<file path="config.mk">
export PLATFORM = sky130hd
export DESIGN_NAME = vpopc_arb
export DESIGN_NICKNAME = d
export VERILOG_FILES = /design/src/rtl/vpopc_arb.sv
export SDC_FILE = /design/constraint.sdc
export NUM_CORES = 1
export LEC_CHECK = 0
export ABC_CLOCK_PERIOD_IN_PS = 1700
export BUFFER_PORTS_ARGS = -buffer_cell sky130_fd_sc_hd__buf_4
export CAP_MARGIN = 10
export CORE_AREA = 2 2 194 196
export CTS_CLUSTER_DIAMETER = 100
export CTS_CLUSTER_SIZE = 24
export DETAILED_ROUTE_END_ITERATION = 10
export DIE_AREA = 0 0 196 198
export MAX_ROUTING_LAYER = met4
export PLACE_DENSITY = 0.51
export SETUP_SLACK_MARGIN = 0.2
export SLEW_MARGIN = 20
export SYNTH_ARGS = -nofsm -noshare
export SYNTH_HDL_FRONTEND = slang
export SYNTH_SLANG_ARGS = --single-unit
</file>
<file path="constraint.sdc">
create_clock -name clk -period 1.7 [get_ports clk]
set_input_delay 0.17 -clock clk [delete_from_list [all_inputs] [get_ports clk]]
set_output_delay 0.17 -clock clk [all_outputs]
set_load 0.05 [all_outputs]
</file>
<file path="src/rtl/vpopc_arb.sv">
// vpopc_arb: round-robin, whole-operation scheduler for two requesters sharing the vPopc pipeline.
// Define VPOPC_ARB_TAG_CHECK_EN to enable the sticky tag/valid consistency flag on err.
module vpopc_arb #(
    parameter int REQ_DATA_WIDTH  = 64,
    parameter int RESP_DATA_WIDTH = 64,
    parameter int REQ_ADDR_WIDTH  = 32,
    parameter int PIPE_LAT        = 6,
    parameter int DRAIN_CYCLES    = 6
) (
    input  logic                       clk,
    input  logic                       rst,
    input  logic                       req0_valid,
    output logic                       req0_ready,
    input  logic [REQ_DATA_WIDTH-1:0]  req0_m0,
    input  logic                       req0_end,
    input  logic [REQ_ADDR_WIDTH-1:0]  req0_addr,
    input  logic                       req1_valid,
    output logic                       req1_ready,
    input  logic [REQ_DATA_WIDTH-1:0]  req1_m0,
    input  logic                       req1_end,
    input  logic [REQ_ADDR_WIDTH-1:0]  req1_addr,
    output logic [REQ_DATA_WIDTH-1:0]  pop_m0,
    output logic                       pop_valid,
    output logic                       pop_end,
    output logic [REQ_ADDR_WIDTH-1:0]  pop_addr,
    input  logic [RESP_DATA_WIDTH-1:0] pop_out_vec,
    input  logic [REQ_ADDR_WIDTH-1:0]  pop_out_addr,
    input  logic                       pop_out_valid,
    output logic                       resp0_valid,
    output logic                       resp1_valid,
    output logic [RESP_DATA_WIDTH-1:0] resp_vec,
    output logic [REQ_ADDR_WIDTH-1:0]  resp_addr,
    output logic                       err
);

    localparam int CNT_W = (DRAIN_CYCLES > 1) ? $clog2(DRAIN_CYCLES) : 1;
    localparam logic [CNT_W-1:0] DRAIN_LOAD = CNT_W'(DRAIN_CYCLES - 1);

    typedef enum logic [1:0] {
        IDLE  = 2'd0,
        BUSY  = 2'd1,
        DRAIN = 2'd2
    } state_t;

    state_t             state;
    state_t             state_nxt;
    logic               owner;
    logic               owner_nxt;
    logic               last_grant;
    logic               last_grant_nxt;
    logic [CNT_W-1:0]   cnt;
    logic [CNT_W-1:0]   cnt_nxt;
    logic               grant;
    logic               rdy0;
    logic               rdy1;
    logic               accept;
    logic               sel_end;
    logic [REQ_DATA_WIDTH-1:0] sel_m0;
    logic [REQ_ADDR_WIDTH-1:0] sel_addr;
    logic [PIPE_LAT-1:0] tag_valid;
    logic [PIPE_LAT-1:0] tag_owner;
    logic               tail_valid;
    logic               tail_owner;
    logic               resp_fire;

    // Grant selection: IDLE arbitrates (ties go away from last_grant), otherwise the owner holds it.
    always_comb begin
        grant = owner;
        if (state == IDLE) begin
            if (req0_valid && req1_valid) begin
                grant = ~last_grant;
            end else begin
                grant = req1_valid;
            end
        end
    end

    assign sel_m0   = grant ? req1_m0   : req0_m0;
    assign sel_end  = grant ? req1_end  : req0_end;
    assign sel_addr = grant ? req1_addr : req0_addr;

    always_ff @(posedge clk or negedge rst) begin
        if (!rst) begin
            state      <= IDLE;
            owner      <= 1'b0;
            last_grant <= 1'b1;
            cnt        <= '0;
        end else begin
            state      <= state_nxt;
            owner      <= owner_nxt;
            last_grant <= last_grant_nxt;
            cnt        <= cnt_nxt;
        end
    end

    always_comb begin
        state_nxt      = state;
        owner_nxt      = owner;
        last_grant_nxt = last_grant;
        cnt_nxt        = cnt;
        rdy0           = 1'b0;
        rdy1           = 1'b0;
        unique case (state)
            IDLE: begin
                if (req0_valid || req1_valid) begin
                    rdy0           = ~grant;
                    rdy1           = grant;
                    owner_nxt      = grant;
                    last_grant_nxt = grant;
                    if (sel_end) begin
                        state_nxt = DRAIN;
                        cnt_nxt   = DRAIN_LOAD;
                    end else begin
                        state_nxt = BUSY;
                    end
                end
            end
            BUSY: begin
                rdy0 = ~owner;
                rdy1 = owner;
                if (accept && sel_end) begin
                    state_nxt = DRAIN;
                    cnt_nxt   = DRAIN_LOAD;
                end
            end
            DRAIN: begin
                if (cnt == '0) begin
                    state_nxt = IDLE;
                end else begin
                    cnt_nxt = cnt - 1'b1;
                end
            end
            default: begin
                state_nxt = IDLE;
            end
        endcase
    end

    // Readys are masked by reset so the combinational IDLE grant cannot leak out while held in reset.
    assign req0_ready = rst & rdy0;
    assign req1_ready = rst & rdy1;
    assign accept     = (req0_ready & req0_valid) | (req1_ready & req1_valid);

    assign pop_valid = accept;
    assign pop_m0    = accept ? sel_m0   : '0;
    assign pop_end   = accept ? sel_end  : 1'b0;
    assign pop_addr  = accept ? sel_addr : '0;

    // Owner tags travel alongside the pipeline so results come back to whoever issued the end beat.
    always_ff @(posedge clk or negedge rst) begin
        if (!rst) begin
            tag_valid <= '0;
            tag_owner <= '0;
        end else begin
            tag_valid[0] <= accept & sel_end;
            tag_owner[0] <= accept & sel_end & grant;
            for (int i = 1; i < PIPE_LAT; i++) begin
                tag_valid[i] <= tag_valid[i-1];
                tag_owner[i] <= tag_owner[i-1];
            end
        end
    end

    assign tail_valid = tag_valid[PIPE_LAT-1];
    assign tail_owner = tag_owner[PIPE_LAT-1];
    assign resp_fire  = pop_out_valid & tail_valid;

    always_ff @(posedge clk or negedge rst) begin
        if (!rst) begin
            resp0_valid <= 1'b0;
            resp1_valid <= 1'b0;
            resp_vec    <= '0;
            resp_addr   <= '0;
        end else begin
            resp0_valid <= resp_fire & ~tail_owner;
            resp1_valid <= resp_fire & tail_owner;
            if (resp_fire) begin
                resp_vec  <= pop_out_vec;
                resp_addr <= pop_out_addr;
            end
        end
    end

`ifdef VPOPC_ARB_TAG_CHECK_EN
    logic err_q;

    always_ff @(posedge clk or negedge rst) begin
        if (!rst) begin
            err_q <= 1'b0;
        end else if (pop_out_valid != tail_valid) begin
            err_q <= 1'b1;
        end
    end

    assign err = err_q;
`else
    assign err = 1'b0;
`endif

endmodule

</file>
==> results.cfg, run 1 <==
[global_route]
grt_usage = 0.1439
grt_pass1_vias = 6567
grt_pass1_wl_mm = 40.25
grt_max_degree = 115
grt-ovfl-total = 0
antenna_found_initial = 8

[detailed_routing]
num_vias = 6229
avgRoutedWirePerCell_um = 17.44
drt_first_pass_iters = 4
drcViolationCount = 0
postRouteAntennaNets = 0
wl_mm = 28.20
vias_per_cell = 3.852
detail_route.iter0.violations = 128

[min_path]
hp-start = pop_out_vec[36]
min_path_type = in -> reg
min_to = resp_vec[36]
hold_depth = 2

[sta]
rsz0062_at_grt = yes
slew_viol_final = 0
setup_ws_ps = -681.4
max_freq_mhz = 419.9
hold_viol_final = 0
maxSlewHeadroom = 0.5533
period_share = 1.401
setup_viol = 101
fin_setup_tns_ps = -61970
min_period_ps = 2381
tightest_slew_ps = 670.0
clock_skew_ps = 11.00
hold_ws_ps = 33.24

[synth]
synth.area.top_cells = dfrtp_1 49%, mux2_2 19%, mux2i_1 17%
ys_ff_latch = 117
synthFlopType = dfrtp_1
synth-edff-count = 0
yosysUniqueCellTypes = 37
syn_avg_cell_area_um2 = 12.09
synth_largest_area_cell = dfrtp_1
synth_warnings = 0
synth_area_um2 = 5888
netlist_instances = 487
synthArstFlopShare = 1.000
synthesis.nets = 784
synth-seq-area-share = 0.4975
synth_top_area_frac = 0.4930

[critical_path]
worstRegToRegCells = 6
crit_fanout = 13
cp_cell_sequence = nor2_4, mux2i_4, buf_4, buf_12, mux2i_1, buf_4, nor2_4, buf_4
arrival_ps = 2210
end_kind = output port
r2r_slack_ps = -70
timing.rr.start = state[1]
timing.rr.end = state[0]
crit_path_start = state[1]
crit_top_cell = buf_4
crit_buf_inv = 4
slowest_stage = dfrtp_1
crit_family = buffers and inverters
startpoint_type = register
crit_type = reg -> out
critPathMaxStageDelay_ps = 400
crit_required_ps = 1530

[cts]
worstSkewPairLatency_ps = 410
cts-root-buf = clkbuf_16
path_clk_slew_ps = 60
cts_buffer_depth = 2
htreeDepth = 4
cts_tree = yes
clock_sinks = 117
cts_made_buffers = 17

[pwr]
finalPower_mw = 27.43
vdd_ir_drop_max_v = 0.0009447
leakage_nw = 6.352
p_per_area_nw_per_um2 = 1944

[floorplanning]
rows = 71
core_area_um2 = 36960
dieWidth_um = 196
ios = 494
dieArea_um2 = 38810
initial_core_util = 0.1593
fp.dieH_um = 198

[final_layout]
area_growth_pct = 139.7
fin_util = 0.3818
fin_nets = 1420
drive_above_1_share = 0.7843

[job]
drv_cap = 0

[placement]
portBuffers = 492
post-dp-hpwl_mm = 22.03
detailedPlace.worstSlack_ps = -280.2
gp_congestion = 0.8329

[status]
status = finished, violations left
violations = setup timing
==> report_power, final <==
| part | leakage [nW] | switching (mW) | internal (mW) | total (mW) |
|---|---|---|---|---|
| Sequential | 1.43 | 0.693 | 4.08 | 4.77 |
| Combinational | 4.61 | 11.0 | 7.80 | 18.8 |
| Clock | 0.310 | 1.37 | 2.52 | 3.89 |
==> cells in the final DEF (no fill, tap or decap), drive strengths merged <==
cell,instances
conb,1
a21boi,1
inv,11
a21oi,2
nor2b,1
o2111ai,1
and3b,1
xnor2,1
o221a,1
bufinv,4
ha,2
a221o,1
nor3b,1
and3,1
nand2b,2
clkinv,5
clkbuf,19
dfstp,1
dlygate4sd3,95
dfrtp,116
a222oi,1
diode,7
mux2i,99
nor2,102
a31oi,2
clkinvlp,1
nand2,5
or2,1
o21ai,1
nand3,2
o2bb2ai,1
a22o,1
a22oi,1
a41o,1
mux2,97
buf,554
==> sequential cells by signal (all words and copies together) (netlist names), 2 cells and up <==
register	cells
cnt	3
tag_valid	6
tag_owner	6
state	2
resp_addr	32
resp_vec	64
==> synthesized netlist by cell type (2+ instances only) <==
| cell | instances |
|---|---|
| ha_1 | 2 |
| buf_8 | 3 |
| buf_4 | 10 |
| nor2_1 | 101 |
| inv_1 | 7 |
| nand2_1 | 5 |
| buf_2 | 9 |
| dfrtp_1 | 116 |
| a21oi_1 | 2 |
| a31oi_1 | 2 |
| mux2_2 | 97 |
| mux2i_1 | 99 |
| nand2b_1 | 2 |
| nand3_1 | 2 |
| clkbuf_1 | 2 |
| buf_1 | 7 |
==> worst max path at each step <==
stage / endpoint / depth (start not counted)
floorplan: pop_addr[10] / 7
global placement: pop_m0[12] / 7
detailed placement: pop_m0[52] / 7
CTS: pop_m0[48] / 7
global route: pop_m0[51] / 7
finish: pop_m0[59] / 8
==> cells by family after synthesis <==
logic type | after synthesis | synth area share
AOI/OAI and AO/OA | 14 | 0.02231
buffers and inverters | 40 | 0.04080
and+or+nand+nor | 116 | 0.07926
muxes | 196 | 0.3538
adders and majority gates | 2 | 0.004249
other | 1 | 0.0006369
xor gates and xnor gates | 1 | 0.001488
DFF | 117 | 0.4975
==> cell type report <==
type                    instances  area [um2]
well taps                     474       593.1
clock buffers                  19       442.9
diodes                          7       17.52
flip-flops and latches        117        2930
multi-input cells             330        4300
inverters                       8       47.55
clock inverters                13       196.4
fillers                      3529       22840
repair buffers                649        5583
==> worst reg2reg max path, stage by stage, from the launching register on <==
cell and delay (ps):
dfrtp_1 400, nor2_4 150, mux2i_4 290, buf_4 210
mux2i_2 300, buf_4 160, o221a_2 190
==> layer usage <==
| metal | track usage | wire length (um) | vias to the layer above |
|---|---|---|---|
| met5 | - | 0 | - |
| met4 | 0.06510 | 723 | 0 |
| met3 | 0.04888 | 2296 | 23 |
| met2 | 0.2330 | 14170 | 314 |
| met1 | 0.1612 | 11010 | 2905 |
| li1 | - | - | 2987 |
==> what timing repair did <==
action	in CTS	in global routing
endpoints found under the hold margin	125	0
cloned	3	0
gates resized for setup	99	35
setup endpoints to repair	106	107
setup buffers	8	7
hold buffers	95	0
pin swaps	6	6
==> stage by stage <==
step | std cells | cell area (um2)
floorplan | 487 | 7118
global placement | 1465 | 11680
detailed placement | 1465 | 11680
CTS | 1603 | 13860
global route | 1617 | 14110
finish | 1617 | 14110
Note: power is estimated with default switching activity, not from simulation.
==> inputs of run 2 (changes only) <==
--- a/config.mk
+++ b/config.mk
@@ -6,15 +6,16 @@
 export NUM_CORES = 1
 export LEC_CHECK = 0
 export ABC_CLOCK_PERIOD_IN_PS = 1700
-export BUFFER_PORTS_ARGS = -buffer_cell sky130_fd_sc_hd__buf_4
 export CAP_MARGIN = 10
-export CORE_AREA = 2 2 194 196
+export CORE_AREA = 2 2 191 193
 export CTS_CLUSTER_DIAMETER = 100
 export CTS_CLUSTER_SIZE = 24
 export DETAILED_ROUTE_END_ITERATION = 10
-export DIE_AREA = 0 0 196 198
+export DIE_AREA = 0 0 193 195
+export DONT_BUFFER_PORTS = 1
 export MAX_ROUTING_LAYER = met4
-export PLACE_DENSITY = 0.51
+export PLACE_DENSITY = 0.39
+export REMOVE_ABC_BUFFERS = 1
 export SETUP_SLACK_MARGIN = 0.2
 export SLEW_MARGIN = 20
 export SYNTH_ARGS = -nofsm -noshare
==> run 2 against run 1 <==
The run ends with hold timing, setup timing left. Non-clock buffer count fell by 380. Clock skew fell by 0.55 ps. Power fell by 13%. Global-route usage barely moved. Critical endpoint is now pop_addr[30]. Flip-flop and latch count did not move. Cell count fell by 25%. Register-to-register slack got worse by 170 ps. First-iteration DRC count fell by 2.3%. Wire length fell by 1.7%. Largest power group unchanged. Via count fell by 21%. Combinational power fell by 42%.
==> results.cfg, run 2 (synthesis results as in run 1) <==
[status]
violations = hold timing, setup timing
status = finished, violations left

[final_layout]
layout_commonest_cell = dfrtp_1
fin_util = 0.2903
largest_register_ffs = 64
regMostFlops = resp_vec
area_growth_pct = 74.50
fin_nets = 1040
reg_top3 = resp_vec: 64 flops, resp_addr: 32 flops
fin_area_um2 = 10270
drive_above_1_share = 0.4563
layout_common_cells = 116 x dfrtp_1, 100 x dlygate4sd3_1, 96 x mux2_2, 96 x buf_6, 84 x nor2_1

[pwr]
p_per_area_nw_per_um2 = 2310
vdd_ir_drop_max_v = 0.001123
leakage_nw = 4.653
finalPower_mw = 23.73

[cts]
cts-root-buf = clkbuf_16
cts_made_buffers = 17
worstSkewPairLatency_ps = 420
cts_tree = yes
htreeDepth = 4
path_clk_slew_ps = 50
cts_buffer_depth = 2
clock_sinks = 117
cts_hold_buffers = 100

[sta]
slew_viol_final = 0
fin_setup_tns_ps = -60600
period_share = 1.421
min_period_ps = 2416
clock_skew_ps = 10.45
setup_ws_ps = -716.4
rsz0062_at_grt = yes
tightest_slew_ps = 548.5
maxSlewHeadroom = 0.6344
max_freq_mhz = 413.8
setup_viol = 102
hold_viol_final = 117
hold_ws_ps = -546.9

[floorplanning]
core_area_um2 = 35400
dieArea_um2 = 37640
dieWidth_um = 193
fp.dieH_um = 195
rows = 69
initial_core_util = 0.1663
ios = 494

[critical_path]
worstRegToRegCells = 10
crit_path_start = state[1]
end_kind = output port
timing.rr.end = state[0]
timing.rr.start = state[1]
startpoint_type = register
crit_type = reg -> out
crit_fanout = 8
r2r_slack_ps = -240
arrival_ps = 2250
crit_required_ps = 1530

[detailed_routing]
vias_per_cell = 4.034
drt_first_pass_iters = 4
postRouteAntennaNets = 0
avgRoutedWirePerCell_um = 22.77
detail_route.iter0.violations = 125
num_vias = 4914
drcViolationCount = 0
wl_mm = 27.73

[global_route]
grt_pass1_wl_mm = 37.27
grt_usage = 0.1436
grt-ovfl-total = 0
grt_pass1_vias = 5476
grt_max_degree = 122
antenna_found_initial = 5

[placement]
gp_congestion = 1.064
placed_area_um2 = 7496
post-dp-hpwl_mm = 21.57
portBuffers = 0

[job]
drv_cap = 0

[min_path]
min_path_type = in -> async
[run 2: through the flow]
| step | hold WS, ps | instances | setup WS [ps] |
|---|---|---|---|
| global placement | -122.5 | 1060 | -483.6 |
| floorplan | -125.6 | 455 | -7835 |
| global route | -584.6 | 1218 | -818.2 |
| detailed placement | -123.7 | 1060 | -564.7 |
| finish | -546.9 | 1218 | -716.4 |
| CTS | -580.9 | 1211 | -764.0 |
[run 2: how the worst max path moves through the flow]
| stage | endpoint | slack (ps) | depth (start not counted) |
|---|---|---|---|
| after global placement | pop_m0[60] | -480 | 7 |
| after detailed placement | pop_m0[8] | -560 | 7 |
| after floorplan | tag_valid[0] | -7830 | 4 |
| final | pop_addr[30] | -720 | 9 |
| after CTS | pop_m0[8] | -760 | 8 |
| after global routing | pop_m0[54] | -820 | 9 |
[run 2: worst max-delay path: stages, from the launching register on]
cell and delay (ps):
dfrtp_1 400, nor2_4 150, mux2i_4 260, buf_12 160, buf_16 140, buf_6 110, buf_12 120, mux2i_4 260
nor2_4 70, buf_8 150
[run 2: cell type report]
class,instances,area (um2)
fillers,3584,25120
repair buffers,269,3060
multi-input cells,330,3034
flip-flops and latches,117,2929
well taps,461,576.8
clock buffers,21,460.4
clock inverters,11,173.9
inverters,8,37.54
diodes,1,2.502
[run 2: power by group]
group | switching, mW | internal, mW
combinational | 5.25 | 5.64
clock | 1.26 | 2.53
sequential | 5.05 | 4.00
[run 2: what timing repair did]
item / 4_1_cts / 5_1_grt
hold endpoints to repair: 217 / 117
resized for setup: 153 / 37
gates cloned: 7 / 0
endpoints found under the setup margin: 105 / 114
setup buffers: 12 / 6
pin swaps: 10 / 16
[run 2: layer usage]
layer  share of wire  track usage  vias up
met5               0            -        -
met3           0.077      0.03523       21
met4           0.016      0.03676        0
li1                -            -     2193
met2            0.55       0.2741      330
met1            0.36       0.1436     2370
==> inputs of run 3 (changes only) <==
--- a/config.mk
+++ b/config.mk
@@ -5,7 +5,7 @@
 export SDC_FILE = /design/constraint.sdc
 export NUM_CORES = 1
 export LEC_CHECK = 0
-export ABC_CLOCK_PERIOD_IN_PS = 1700
+export ABC_CLOCK_PERIOD_IN_PS = 2320
 export CAP_MARGIN = 10
 export CORE_AREA = 2 2 191 193
 export CTS_CLUSTER_DIAMETER = 100
@@ -13,8 +13,9 @@
 export DETAILED_ROUTE_END_ITERATION = 10
 export DIE_AREA = 0 0 193 195
 export DONT_BUFFER_PORTS = 1
+export HOLD_SLACK_MARGIN = 0.08
 export MAX_ROUTING_LAYER = met4
-export PLACE_DENSITY = 0.39
+export PLACE_DENSITY = 0.38
 export REMOVE_ABC_BUFFERS = 1
 export SETUP_SLACK_MARGIN = 0.2
 export SLEW_MARGIN = 20
==> constraint.sdc (replaced) <==
create_clock -name clk -period 2.32 [get_ports clk]
set_input_delay 0.348 -clock clk [delete_from_list [all_inputs] [get_ports clk]]
set_output_delay 0.348 -clock clk [all_outputs]
set_load 0.05 [all_outputs]
==> run 3 against run 2 <==
The run still ends with hold timing, setup timing left. Worst hold slack gained 180 ps. Critical path depth shrank 2. Flip-flop and latch count is the same. Sequential power shrank 26%. Register-to-register slack gained 730 ps. Global-route usage grew 0.41 points. Clock power shrank 23%. Critical endpoint is now pop_m0[5]. Largest power group unchanged. Highest routed layer unchanged.
==> results.cfg, run 3 (synthesis results as in run 1) <==
[status]
status = finished, violations left
violations = hold timing, setup timing

[final_layout]
fill_cells = 3614
largest_register_ffs = 64
regArea_um2 = 2929
reg_top3 = resp_vec: 64 flops, resp_addr: 32 flops
instances_no_fill = 1203
multi_input_area_um2 = 3113
fin_util = 0.2895
layout_commonest_cell = dfrtp_1
drive_above_1_share = 0.4565
layout_common_cells = 116 x dfrtp_1, 99 x dlygate4sd3_1, 96 x mux2_2, 96 x buf_6, 88 x nor2_1
fin_area_um2 = 10250
regMostFlops = resp_vec
area_growth_pct = 74.01
fin_nets = 1020

[sta]
hold_viol_final = 117
slew_viol_final = 0
period_share = 1.136
maxSlewHeadroom = 0.6171
setup_viol = 97
hold_ws_ps = -363.6
clock_skew_ps = 11.03
setup_ws_ps = -315.1
min_period_ps = 2635
tightest_slew_ps = 574.3
max_freq_mhz = 379.5
fin_setup_tns_ps = -22220
rsz0062_at_grt = yes

[global_route]
grt_pass1_wl_mm = 38.00
grt_max_degree = 122
grt-ovfl-total = 0
antenna_found_initial = 10
grt_pass1_vias = 5449
grt_usage = 0.1476

[detailed_routing]
drt_first_pass_iters = 6
vias_per_cell = 4.092
detail_route.iter0.violations = 118
drcViolationCount = 0
avgRoutedWirePerCell_um = 24.37
wl_mm = 29.31
postRouteAntennaNets = 0
num_vias = 4923

[cts]
cts_made_buffers = 17
cts_tree = yes
cts-root-buf = clkbuf_16
cts_buffer_depth = 2
clock_sinks = 117
worstSkewPairLatency_ps = 420
htreeDepth = 4
path_clk_slew_ps = 60

[pwr]
combPwrFrac = 0.456
p_int_mw = 9.003
swShare = 0.4897
leakage_nw = 4.540
vdd_ir_drop_max_v = 0.0008282
p_per_area_nw_per_um2 = 1722
finalPower_mw = 17.64
pwr-share-seq = 0.378
p_switching_mw = 8.641
clkPwrFrac = 0.166

[placement]
detailedPlace.worstSlack_ps = -105.6
dp.cells = 1039
post-dp-hpwl_mm = 21.10
placed_area_um2 = 7301
portBuffers = 0
gp_congestion = 0.9696

[floorplanning]
initial_core_util = 0.1663
dieWidth_um = 193
ios = 494
core_area_um2 = 35400
dieArea_um2 = 37640
rows = 69
fp.dieH_um = 195

[min_path]
min_path_type = in -> async

[critical_path]
worstRegToRegCells = 8
crit_fanout = 11
timing.rr.end = state[0]
timing.rr.start = state[1]
crit_path_start = state[1]
crit_type = reg -> out
end_kind = output port
startpoint_type = register
r2r_slack_ps = 490
arrival_ps = 2290
crit_required_ps = 1970
crit_end = pop_m0[5]

[job]
drv_cap = 0
run 3: cell count changes in the layout (fill, tap and decap cells not counted), moves of 4 or more:
cell     change
mux2i_2      +7
buf_8        -4
nor2_1       +4
diode_2      +5
mux2i_1     -14
mux2i_4      +7
buf_4       -18
run 3: timing repair:
action	in CTS	in global routing
gates resized for setup	146	50
hold endpoints to repair	212	120
gates cloned	7	3
setup endpoints to repair	98	99
buffers inserted	12	5
pin swaps	2	17
hold buffers	96	3
run 3: critical path: stages, from the launching register on:
cell and delay [ps]:
dfrtp_1 420, nor2_4 170, mux2i_4 260, buf_12 150, buf_16 160, mux2i_1 400
nor2_1 80, buf_4 200
run 3: metal layers:
metal / wire (um) / track usage
met1: 9728 / 0.1322
met2: 16280 / 0.2817
met3: 2542 / 0.04907
met4: 761 / 0.05724
met5: 0 / -
run 3: layout make-up:
type | count | area share
antenna | 6 | 0.001465
inverter | 8 | 0.003297
timing repair buffer | 249 | 0.2843
clock buffer | 21 | 0.04592
tap | 461 | 0.05629
multi-input combinational | 330 | 0.3038
clock inverter | 11 | 0.01905
sequential | 117 | 0.2859
run 3: how the worst min path moves through the flow:
stage	cells after the start	endpoint
4_1_cts	0	owner
3_3_place_gp	0	resp_vec[31]
2_1_floorplan	0	cnt[0]
5_1_grt	0	resp_vec[18]
6_report	0	resp_vec[18]
3_5_place_dp	0	resp_vec[50]
run 3: power by group through the flow:
stage / clock, mW / sequential (mW) / combinational (mW)
detailed placement: 0 / 6.71 / 5.67
floorplan: 0 / 6.43 / 3.02
CTS: 3.03 / 6.66 / 7.35
finish: 2.94 / 6.67 / 8.04
global route: 3.13 / 6.80 / 8.43
global placement: 0 / 6.72 / 5.56
